--- src/rtl/pmod_frame_arbiter.sv ---
// Round-robin frame arbiter that serializes one 256-bit frame at a time onto an 8-bit PMOD port.
// Optional CRC-8 trailer byte is enabled by defining PMOD_ARB_CRC_EN.
module pmod_frame_arbiter #(
  parameter int unsigned NUM_SRC    = 4,
  parameter int unsigned GAP_CYCLES = 4
) (
  input  logic                     aclk,
  input  logic                     areset,
  input  logic [NUM_SRC*256-1:0]   s_data,
  input  logic [NUM_SRC-1:0]       s_valid,
  output logic [NUM_SRC-1:0]       s_ready,
  output logic [7:0]               pmod_output,
  output logic                     pmod_strobe,
  output logic                     busy,
  output logic [3:0]               grant_id
);

  localparam logic [7:0]         GAP_LAST = (GAP_CYCLES == 0) ? 8'd0 : 8'(GAP_CYCLES - 1);
  localparam logic [4:0]         SRC_N    = 5'(NUM_SRC);
  localparam logic [3:0]         SRC_LAST = 4'(NUM_SRC - 1);
  localparam logic [NUM_SRC-1:0] ONE_HOT0 = NUM_SRC'(1);

  typedef enum logic [2:0] {
    IDLE,
    HEADER,
    DATA,
`ifdef PMOD_ARB_CRC_EN
    CRC,
`endif
    GAP
  } state_t;

  state_t               state, state_nxt;
  logic [3:0]           rr_ptr;
  logic [3:0]           win_id;
  logic                 win_found;
  logic [2*NUM_SRC-1:0] valid_rot;
  logic [4:0]           win_sum;
  logic [255:0]         frame_q;
  logic [255:0]         frame_sel;
  logic [4:0]           byte_cnt;
  logic [4:0]           nxt_idx;
  logic [7:0]           gap_cnt;
  logic [7:0]           out_d;
  logic                 strobe_d;
  logic                 take;

  // Rotate requests so the search always starts at bit 0, then map the offset back to a source index.
  always_comb begin
    valid_rot = {s_valid, s_valid} >> rr_ptr;
    win_found = 1'b0;
    win_sum   = '0;
    for (int unsigned i = 0; i < NUM_SRC; i++) begin
      if (!win_found && valid_rot[i]) begin
        win_found = 1'b1;
        win_sum   = {1'b0, rr_ptr} + 5'(i);
      end
    end
    win_id = (win_sum >= SRC_N) ? 4'(win_sum - SRC_N) : win_sum[3:0];
  end

  always_comb begin
    frame_sel = '0;
    for (int unsigned i = 0; i < NUM_SRC; i++) begin
      if (win_id == 4'(i)) frame_sel = s_data[256*i +: 256];
    end
  end

  assign take = (state == IDLE) && win_found && !areset;

`ifdef PMOD_ARB_CRC_EN
  logic [7:0] crc_q;
  logic [7:0] crc_nxt;

  always_comb begin
    crc_nxt = crc_q ^ frame_q[{~byte_cnt, 3'b000} +: 8];
    for (int unsigned b = 0; b < 8; b++) begin
      crc_nxt = crc_nxt[7] ? ({crc_nxt[6:0], 1'b0} ^ 8'h07) : {crc_nxt[6:0], 1'b0};
    end
  end
`endif

  always_ff @(posedge aclk) begin
    if (areset) state <= IDLE;
    else        state <= state_nxt;
  end

  always_comb begin
    state_nxt = state;
    case (state)
      IDLE:   if (win_found) state_nxt = HEADER;
      HEADER: state_nxt = DATA;
      DATA: begin
        if (byte_cnt == 5'd31) begin
`ifdef PMOD_ARB_CRC_EN
          state_nxt = CRC;
`else
          state_nxt = (GAP_CYCLES == 0) ? IDLE : GAP;
`endif
        end
      end
`ifdef PMOD_ARB_CRC_EN
      CRC:    state_nxt = (GAP_CYCLES == 0) ? IDLE : GAP;
`endif
      GAP:    if (gap_cnt == GAP_LAST) state_nxt = IDLE;
      default: state_nxt = IDLE;
    endcase
  end

  // Output byte is decoded from the next state so the registered port lines up with the state it belongs to.
  always_comb begin
    busy     = (state != IDLE) && !areset;
    s_ready  = take ? (ONE_HOT0 << win_id) : '0;
    nxt_idx  = (state == HEADER) ? 5'd0 : byte_cnt + 5'd1;
    out_d    = '0;
    strobe_d = 1'b0;
    case (state_nxt)
      HEADER: begin
        out_d    = {4'hA, win_id};
        strobe_d = 1'b1;
      end
      DATA: begin
        out_d    = frame_q[{~nxt_idx, 3'b000} +: 8];
        strobe_d = 1'b1;
      end
`ifdef PMOD_ARB_CRC_EN
      CRC: begin
        out_d    = crc_nxt;
        strobe_d = 1'b1;
      end
`endif
      default: ;
    endcase
  end

  always_ff @(posedge aclk) begin
    if (areset) begin
      rr_ptr      <= '0;
      grant_id    <= '0;
      frame_q     <= '0;
      byte_cnt    <= '0;
      gap_cnt     <= '0;
      pmod_output <= '0;
      pmod_strobe <= 1'b0;
`ifdef PMOD_ARB_CRC_EN
      crc_q       <= '0;
`endif
    end else begin
      pmod_output <= out_d;
      pmod_strobe <= strobe_d;
      byte_cnt    <= (state == DATA) ? byte_cnt + 5'd1 : '0;
      gap_cnt     <= (state == GAP) ? gap_cnt + 8'd1 : '0;
`ifdef PMOD_ARB_CRC_EN
      crc_q       <= (state == DATA) ? crc_nxt : '0;
`endif
      if (take) begin
        frame_q  <= frame_sel;
        grant_id <= win_id;
        rr_ptr   <= (win_id == SRC_LAST) ? '0 : win_id + 4'd1;
      end
    end
  end

endmodule

--- config.mk ---
export PLATFORM = sky130hd
export DESIGN_NAME = pmod_frame_arbiter
export DESIGN_NICKNAME = d
export VERILOG_FILES = /design/src/rtl/pmod_frame_arbiter.sv
export SDC_FILE = /design/constraint.sdc
export NUM_CORES = 1
export LEC_CHECK = 0
export CAP_MARGIN = 20
export CORE_AREA = 8 8 400 402
export CTS_CLUSTER_DIAMETER = 120
export CTS_CLUSTER_SIZE = 28
export DETAILED_ROUTE_END_ITERATION = 7
export DIE_AREA = 0 0 408 410
export PLACE_DENSITY_LB_ADDON = 0.1
export SLEW_MARGIN = 20
export SYNTH_ARGS = -nofsm -noshare
export SYNTH_HDL_FRONTEND = slang
export SYNTH_SLANG_ARGS = --single-unit
--- constraint.sdc ---
create_clock -name aclk -period 5.8 [get_ports aclk]
set_input_delay 0.58 -clock aclk [delete_from_list [all_inputs] [get_ports aclk]]
set_output_delay 0.58 -clock aclk [all_outputs]
set_load 0.02 [all_outputs]
; ---- Yosys cells after proc, flatten, opt, wreduce, memory -nomap -nowiden
; Index checks and enable logic that the tools add are counted.
[word_totals]
out_inout_bits = 18
n_memories = 0
ff_bits = 289
latchBits = 0
elab_cells = 70
input_bits = 1030
mem_bits_rw = 0
romBits = 0
[op_classes]
eq_ne = 10
div_mod_pow = 0
n_bitwise = 3
n_mul = 0
add_sub_neg = 7
reduce_logical = 16
mux = 22
n_shift = 3
n_lt_le_gt_ge = 1
[ops]
columns = cell, count
row1 = $mux W256, 4
row2 = $shiftx A256 B9 Y8, 1
row3 = $mux W5, 4
row4 = $mux W4, 4
row5 = $pmux W8 S2, 1
row6 = $pmux W3 S4, 1
row7 = $add A4 B2 Y5 const B, 2
row8 = $eq A3 B2 Y1 const B, 3
row9 = $mux W3, 3
row10 = $add A8 B1 Y8 const B, 1
row11 = $eq A4 B2 Y1 const B, 2
row12 = $eq A8 B2 Y1 const B, 1
row13 = $shr A8 B4 Y4, 1
row14 = $eq A3 B1 Y1 const B, 2
row15 = $logic_and A1 B1 Y1, 6
row16 = $reduce_or A2 Y1, 3
row17 = $add A4 B1 Y5 const B, 1
row18 = $add A5 B1 Y5 const B, 1
row19 = $eq A5 B5 Y1 const B, 1
row20 = $ge A5 B3 Y1 const B, 1
row21 = $mux W1, 5
row22 = $not A5 Y5, 1
row23 = $add A4 B1 Y4 const B, 1
row24 = $eq A4 B1 Y1 const B, 1
row25 = other kinds (7), 11

; ---- Depth between registers and ports, before layout
; Gate-level depths: netlist (run 1).
[depth]
word_depth = 18
ltp_mapped = 17

; ---- Worst setup path after synthesis (run 1)
; No wires, ideal clock.
[synth_timing]
kind = input -> output
from = input port s_valid[3]
to = output port s_ready[0]
stages = 14
path_buffers = 1
slack_ps = 1786
arrival_time_ps = 3434
required_ps = 5220
path_cell_list = mux2i_1 > o221a_2 > o21ai_0 > o221ai_1 > o221ai_1 > ha_1 > nand2_1 > o41ai_1 > a21o_1 > nor3_1 > or2_2 > nand2_1 > buf_2 > nor3_1
[synth_between]
elab_chain_len = 15
elab_cells_between_ends = 22
cone_classes = add/sub: 1 / order compare: 1 / shift: 2 / mux: 10 / reduce/logical: 8
[synth_rtl]
columns = element, line_no
row1 = start: declaration, 10  ; input logic [NUM_SRC-1:0] s_valid,
row2 = $shr A8 B4 Y4 *, 50  ; valid_rot = {s_valid, s_valid} >> rr_ptr;
row3 = $mux W1, 54  ; if (!win_found && valid_rot[i]) begin
row4 = $logic_not A1 Y1, 54
row5 = $logic_and A1 B1 Y1, 54
row6 = $mux W1, 54
row7 = $logic_not A1 Y1, 54
row8 = $logic_and A1 B1 Y1, 54
row9 = $mux W1, 54
row10 = $logic_not A1 Y1, 54
row11 = $logic_and A1 B1 Y1, 54
row12 = $mux W5, 54
row13 = $sub A4 B3 Y4 or $ge A5 B3 Y1 (tied branches), 59  ; win_id = (win_sum >= SRC_N) ? 4'(win_sum - SRC_N) : win_sum[3:0];
row14 = $mux W4, 59
row15 = $shl A1 B4 Y4, 113  ; s_ready = take ? (ONE_HOT0 << win_id) : '0;
row16 = $mux W4 *, 113
row17 = end: declaration, 11  ; output logic [NUM_SRC-1:0] s_ready,
; Every way passes the cells marked *; elsewhere a longest branch is shown, timed or not.

; ---- Worst setup path in the final report (run 1)
[layout_timing]
from = register rr_ptr[0]
to = output port s_ready[0]
[layout_between]
elab_chain_len = 15
elab_cells_between_ends = 25
cone_classes = add/sub: 4 / order compare: 1 / shift: 2 / mux: 10 / reduce/logical: 8
[layout_rtl]
columns = element, line_no
row1 = start: declaration, 34  ; logic [3:0] rr_ptr;
row2 = start signal: assignment, 159  ; rr_ptr <= (win_id == SRC_LAST) ? '0 : win_id + 4'd1;
row3 = $shr A8 B4 Y4, 50
row4 = $mux W1, 54
row5 = $logic_not A1 Y1, 54
row6 = $logic_and A1 B1 Y1, 54
row7 = $mux W1, 54
row8 = $logic_not A1 Y1, 54
row9 = $logic_and A1 B1 Y1, 54
row10 = $mux W1, 54
row11 = $logic_not A1 Y1, 54
row12 = $logic_and A1 B1 Y1, 54
row13 = $mux W5, 54
row14 = $sub A4 B3 Y4 or $ge A5 B3 Y1 (tied branches), 59
row15 = $mux W4, 59
row16 = $shl A1 B4 Y4, 113
row17 = $mux W4 *, 113
; Marked as above.

==> results.txt, run 1 <==
Fin crit share: 0.914
Ports: 1048
Gp weighted congestion: 0.808
Non-filler cells, final: 5551
Pwr dens: 638 nW/um2
Count of buffers from port buffering: 1047
Critical path's largest stage delay: 0.68 ns
Area Overhead vs Synth: 71.1%
Clk sinks: 289
Critical path arrival: 4.72 ns
Top post-synthesis cells by area: dfxtp_1, a2bb2oi_1, mux2i_1
H-tree depth: 1
Cells along the critical path: mux2i_1 -> o221a_2 -> o21ai_0 -> o221ai_1 -> o221ai_1 -> ha_1 -> nand2_1 -> o41ai_1 -> a21o_1 -> nor3_2 -> or2_2 -> nand2_1 -> nor3_1 -> clkdlybuf4s50_1
Final Hold Fails: 0
NetSw: 0.0116 W
DRT antenna net count: 0
Layout cells sized above 1: 0.0577
Hold Path Class: reg -> reg
Die Wd: 408 um
Final setup fails: 0
FMAX: 189 MHz
WL final: 181000 um
#FFs+latches synth: 289
Post-Place Cells: 5464
Relative slew slack: 0.348
Worst-Margin Slew: 0.954 ns
Post-synth top area share: 0.290
Root Driver: clkbuf_16
Fill cells: 17100
Leakage power: 11.7 nW
Min Tclk post-route: 5.30 ns
Synth area leader: dfxtp_1
Gr ovfl total: 0
Final Power: 0.0218 W
Sequential share of power: 0.145
Internal: 0.0102 W
Antenna violations before repair: 98
Clock latency on the worst-skew pair: 0.63 ns
Placed inst area: 33000 um2
Vias post-DR: 24600
Setup bufs post-CTS: 0
HPWL after DPL: 145000 um
First-pass GRT wire length: 239000 um
Total Routing Usage GR: 0.203
Cts bufs inserted: 25
Max Transition Viols Final: 0
Largest net degree at the start of global routing: 153
Syn avg cell area: 7.80 um2
Worst Path Required: 5.22 ns
Via/cell ratio: 4.44
Starting Density: 0.130
Maximum fanout along the worst path: 13
1st-iter DRT viols: 1331
Async S/R FF share, synth: 0
Status: finished, final reports clean
Critical path type: reg -> out
Cell Area, Synth: 19900 um2
TNS Setup: 0 ns
Critical Path Sink Type: output pin
DIE AREA: 167000 um2
DRC: 0
FP Rows: 144
Number of global-route vias before repair: 26400
Cts repair resizes: 0
Buffer levels on the longest clock path: 3
Core area: 153000 um2
Sw frac: 0.534
Peak VDD IR: 0.584 mV
EDFF count, synth: 0
1st-pass router iterations: 5
Power share of the combinational group: 0.752
CTS tree: done
Seq/Total Area, Yosys: 0.290
Cts hold-fix bufs: 0
Wirelength per Cell: 32.6 um
Fin nets: 4490
Cells after synthesis: 2557
RSZ-0062 raised after global routing: no
Post-route cell area: 34100 um2
Clock share of power: 0.103
Slowest-stage cell, CP: dfxtp_1
Clock-pin slew on the worst setup and hold paths: 0.09 ns
Synth Flop Type: dfxtp_1
Cell variety after synth: 65
Worst setup SP type: flip-flop
Synth warn: 0
DIE HEIGHT: 410 um
Worst Skew: 0.0349 ns
Total of max-cap violations: 0
Mapped Nets: 3599
==> path summary, 6_finish.rpt <==
path | to | cells after the start | slack (ns) | start
max | s_ready[0] | 14 | 0.50 | rr_ptr[0]$_SDFFE_PP0P_
min | gap_cnt[0]$_SDFF_PP0_ | 1 | 0.45 | gap_cnt[0]$_SDFF_PP0_
max reg2reg | frame_q[149]$_SDFFE_PP0P_ | 13 | 1.07 | rr_ptr[0]$_SDFFE_PP0P_
min reg2reg | gap_cnt[0]$_SDFF_PP0_ | 1 | 0.45 | gap_cnt[0]$_SDFF_PP0_
==> metal layers <==
metal	GRT usage	up-vias	share of wire
met3	0.0605	179	0.071
li1	-	11500	-
met5	0	-	0.0018
met2	0.348	807	0.48
met4	0.0604	52	0.028
met1	0.245	12100	0.42
==> through the flow <==
stage | hold WS, ns | setup slack (ns) | util
after CTS | 0.447 | 0.194 | 0.222
after detailed placement | 0.432 | 0.548 | 0.215
after global placement | 0.433 | 0.530 | 0.215
after global routing | 0.471 | 0.149 | 0.222
final | 0.446 | 0.501 | 0.222
after floorplan | 0.413 | 1.79 | -
==> state kept, by name (all words and copies together) (netlist names) <==
register     cells
rr_ptr           4
byte_cnt         5
frame_q        256
gap_cnt          8
pmod_output      8
grant_id         4
state            3
pmod_strobe      1
==> kinds of logic after synthesis <==
family,after synthesis,share of synthesized area
xor gates and xnor gates,11,0.00483
and+or+nand+nor,711,0.143
other,1,0.000188
DFF,289,0.290
muxes,167,0.0959
AOI/OAI and AO/OA,1068,0.394
adders and majority gates,12,0.00753
buffers and inverters,298,0.0646
==> Yosys cell counts (10+ instances only) <==
library cell    n
o31ai_1       124
nor2b_1        11
a31oi_1        16
dfxtp_1       289
a21o_1        126
o221ai_1       14
mux2i_1       146
a2bb2oi_1     247
o21ai_0        24
a311oi_1       12
nand3_1        15
a22oi_1        10
clkbuf_1      158
o32ai_1       123
buf_1          11
nor3_1         27
nor2_1        290
a21oi_1       270
a221oi_1       33
buf_2         105
nand2_1       331
a32oi_1        10
ha_1           12
mux4_2         18
a211oi_1       25
inv_1          14
==> cell type report <==
| class | count | area [um2] | share of cell area |
|---|---|---|---|
| sequential | 289 | 5790 | 0.170 |
| multi-input combinational | 1970 | 13000 | 0.382 |
| inverter | 15 | 56.3 | 0.00165 |
| clock buffer | 28 | 667 | 0.0196 |
| antenna | 41 | 103 | 0.00301 |
| timing repair buffer | 1147 | 11600 | 0.340 |
| clock inverter | 17 | 323 | 0.00946 |
| tap | 2044 | 2560 | 0.0750 |
==> cell usage in the layout, fill, tap and decap left out, drive strengths merged, types with 25 or more instances in the layout <==
cell           Yosys  routed
clkdlybuf4s50      0    1047
nand2            332     332
nor2             290     290
dfxtp            289     289
a21oi            272     272
a2bb2oi          247     247
mux2i            146     146
a21o             126     126
o31ai            124     124
o32ai            123     123
buf              125     100
diode              0      41
a221oi            34      34
clkbuf           158      28
nor3              27      27
o21ai             26      26
a211oi            25      25
==> power groups by stage <==
stage	clock network, W	registers, W	logic (W)
after floorplan	0	0.00275	0.00994
after global placement	0	0.00322	0.0168
after detailed placement	0	0.00321	0.0167
after CTS	0.00235	0.00317	0.0168
after global routing	0.00240	0.00321	0.0176
final	0.00225	0.00315	0.0164
==> worst max-delay path: cells and delay by family, from the launching register on <==
kind	cells	cell delay, ns
AO/OA/AOI/OAI	6	1.06
multiplexers	1	0.48
buffers and inverters	1	0.64
AND/OR/NAND/NOR	5	0.99
flip-flops	1	0.68
adder cells (fa/ha/maj)	1	0.24
(Power assumes the default switching activity.)
==> run 2, diff against run 1 <==
--- a/config.mk
+++ b/config.mk
@@ -12,6 +12,7 @@
 export DETAILED_ROUTE_END_ITERATION = 7
 export DIE_AREA = 0 0 408 410
 export PLACE_DENSITY_LB_ADDON = 0.1
+export REMOVE_ABC_BUFFERS = 1
 export SLEW_MARGIN = 20
 export SYNTH_ARGS = -nofsm -noshare
 export SYNTH_HDL_FRONTEND = slang
==> results.txt, run 2 (synthesized netlist as in run 1, its figures left out) <==
Most frequent cells in the layout: clkdlybuf4s50_1, nand2_1, dfxtp_1, nor2_1, a21oi_1
Fin crit share: 0.939 (+0.0252)
Layout cells sized above 1: 0.0552 (-0.00249)
Final Hold Fails: 0 (unchanged)
First-pass GRT wire length: 217000 um (-8.9%)
Critical path type: reg -> out
Ports: 1048 (unchanged)
Worst Skew: 0.0383 ns (+0.00338 ns)
1st-pass router iterations: 5 (unchanged)
Hold Path Class: reg -> reg
Clk sinks: 289 (unchanged)
Commonest non-fill, non-tap cell in the layout: clkdlybuf4s50_1
Worst Path Required: 5.22 ns (about the same)
Count of buffers from port buffering: 1047 (unchanged)
Largest net degree at the start of global routing: 129 (-16%)
CTS tree: done
Internal: 0.00989 W (-2.6%)
Vias post-DR: 24300 (-1.3%)
Largest regs: frame_q: 256 flops, gap_cnt: 8 flops, pmod_output: 8 flops
Total Routing Usage GR: 0.180 (-0.0229)
Wirelength per Cell: 29.1 um (-11%)
Peak VDD IR: 0.572 mV (-2.1%)
Root Driver: clkbuf_16
DRC: 0 (unchanged)
FMAX: 184 MHz (-2.7%)
Sequential share of power: 0.141 (-0.004)
Starting Density: 0.130 (unchanged)
Total of max-cap violations: 0 (unchanged)
Clock-pin slew on the worst setup and hold paths: 0.12 ns (+0.03 ns)
Post-Place Cells: 5459 (-0.092%)
Leakage power: 11.6 nW (-0.71%)
Fill cells: 17100 (-0.30%)
Clock latency on the worst-skew pair: 0.64 ns (about the same)
Register area: 5790 um2 (unchanged)
Gr ovfl total: 0 (unchanged)
Number of global-route vias before repair: 26300 (-0.43%)
Power share of the combinational group: 0.759 (+0.007)
HPWL after DPL: 124000 um (-15%)
NetSw: 0.0109 W (-5.9%)
Area of the multi-input gates: 13000 um2 (about the same)
Worst-Margin Slew: 1.22 ns (+0.262 ns)
Largest Register: frame_q
Final Power: 0.0208 W (-4.4%)
Fin nets: 4483 (-0.16%)
Critical Path Sink Type: output pin
1st-iter DRT viols: 1271 (-4.5%)
Die Wd: 408 um (unchanged)
H-tree depth: 1 (unchanged)
Area Overhead vs Synth: 70.1%
DIE AREA: 167000 um2 (unchanged)
Non-filler cells, final: 5547 (-0.072%)
Max Transition Viols Final: 0 (unchanged)
Sw frac: 0.525 (-0.00851)
Worst setup SP type: flip-flop
Relative slew slack: 0.181 (-0.167)
Pwr dens: 614 nW/um2 (-3.8%)
WL final: 161000 um (-11%)
Min Tclk post-route: 5.45 ns (+0.146 ns)
DIE HEIGHT: 410 um (unchanged)
DRT antenna net count: 0 (unchanged)
Final setup fails: 0 (unchanged)
Max reg flops: 256 (unchanged)
Core area: 153000 um2 (unchanged)
Gp weighted congestion: 0.803 (-0.63%)
Setup bufs post-CTS: 0 (unchanged)
Critical path arrival: 4.87 ns (+0.15 ns)
Clock share of power: 0.100 (-0.003)
Maximum fanout along the worst path: 13 (unchanged)
Buffer levels on the longest clock path: 3 (unchanged)
Via/cell ratio: 4.38 (-1.3%)
Cts bufs inserted: 24 (-4.0%)
RSZ-0062 raised after global routing: no
Antenna violations before repair: 80 (-18%)
FP Rows: 144 (unchanged)
Status: finished, final reports clean
run 2: cell types whose count changed in the layout (fill, tap and decap cells not counted), moves of 3 or more:
cell / previous run / this run
buf_12: 25 / 22
bufinv_16: 7 / 1
diode_2: 41 / 44
inv_16: 0 / 5
inv_6: 1 / 4
inv_8: 3 / 0
nor2_2: 0 / 3
run 2: routing by layer:
layer	global-route usage	wire [um]	vias to the layer above
li1	-	-	11500
met1	0.211	65700	12000
met2	0.330	82900	711
met3	0.0438	9400	138
met4	0.0416	3040	34
met5	0	208	-
run 2: critical path: stages, from the launching register on:
cell             delay (ns)
dfxtp_1                0.69
mux2i_1                0.48
o221a_2                0.29
o21ai_0                0.13
o221ai_1               0.20
o221ai_1               0.18
ha_1                   0.25
nand2_1                0.06
o41ai_1                0.06
a21o_1                 0.22
nor3_2                 0.34
or2_2                  0.20
nand2_1                0.19
nor3_1                 0.29
clkdlybuf4s50_1        0.66
run 2: final timing paths:
kind / from / to / slack (ns) / cells past startpoint
max: rr_ptr[0]$_SDFFE_PP0P_ / s_ready[3] / 0.35 / 14
min: gap_cnt[0]$_SDFF_PP0_ / gap_cnt[0]$_SDFF_PP0_ / 0.45 / 1
max reg2reg: rr_ptr[0]$_SDFFE_PP0P_ / frame_q[81]$_SDFFE_PP0P_ / 0.84 / 14
min reg2reg: gap_cnt[0]$_SDFF_PP0_ / gap_cnt[0]$_SDFF_PP0_ / 0.45 / 1
run 2: timing repair:
action / in CTS / in global routing
endpoints found under the setup margin: 0 / 4
hold buffers: 0 / 0
hold endpoints to repair: 0 / 0
resized for setup: 0 / 1
run 2: power groups by stage:
stage,clock [W],combinational (W),sequential [W]
after floorplan,0,0.00865,0.00340
after global placement,0,0.0162,0.00301
after detailed placement,0,0.0161,0.00300
after CTS,0.00221,0.0162,0.00296
after global routing,0.00224,0.0171,0.00301
final,0.00208,0.0158,0.00294
run 2: final cells by class:
cell class	count	area share
repair buffers	1141	0.338
multi-input cells	1970	0.384
diodes	44	0.00325
clock buffers	28	0.0191
inverters	15	0.00166
flip-flops and latches	289	0.171
clock inverters	16	0.00793
well taps	2044	0.0754
run 2: through the flow:
stage	area [um2]	setup WS [ns]	util	TNS (ns)	hold slack [ns]
2_1_floorplan	18700	-12.55	-	-3081.93	0.413
3_3_place_gp	32900	0.466	0.214	0	0.435
3_5_place_dp	32900	0.453	0.214	0	0.433
4_1_cts	33800	0.0576	0.220	0	0.451
5_1_grt	33900	0.0517	0.221	0	0.490
6_report	33900	0.355	0.221	0	0.447
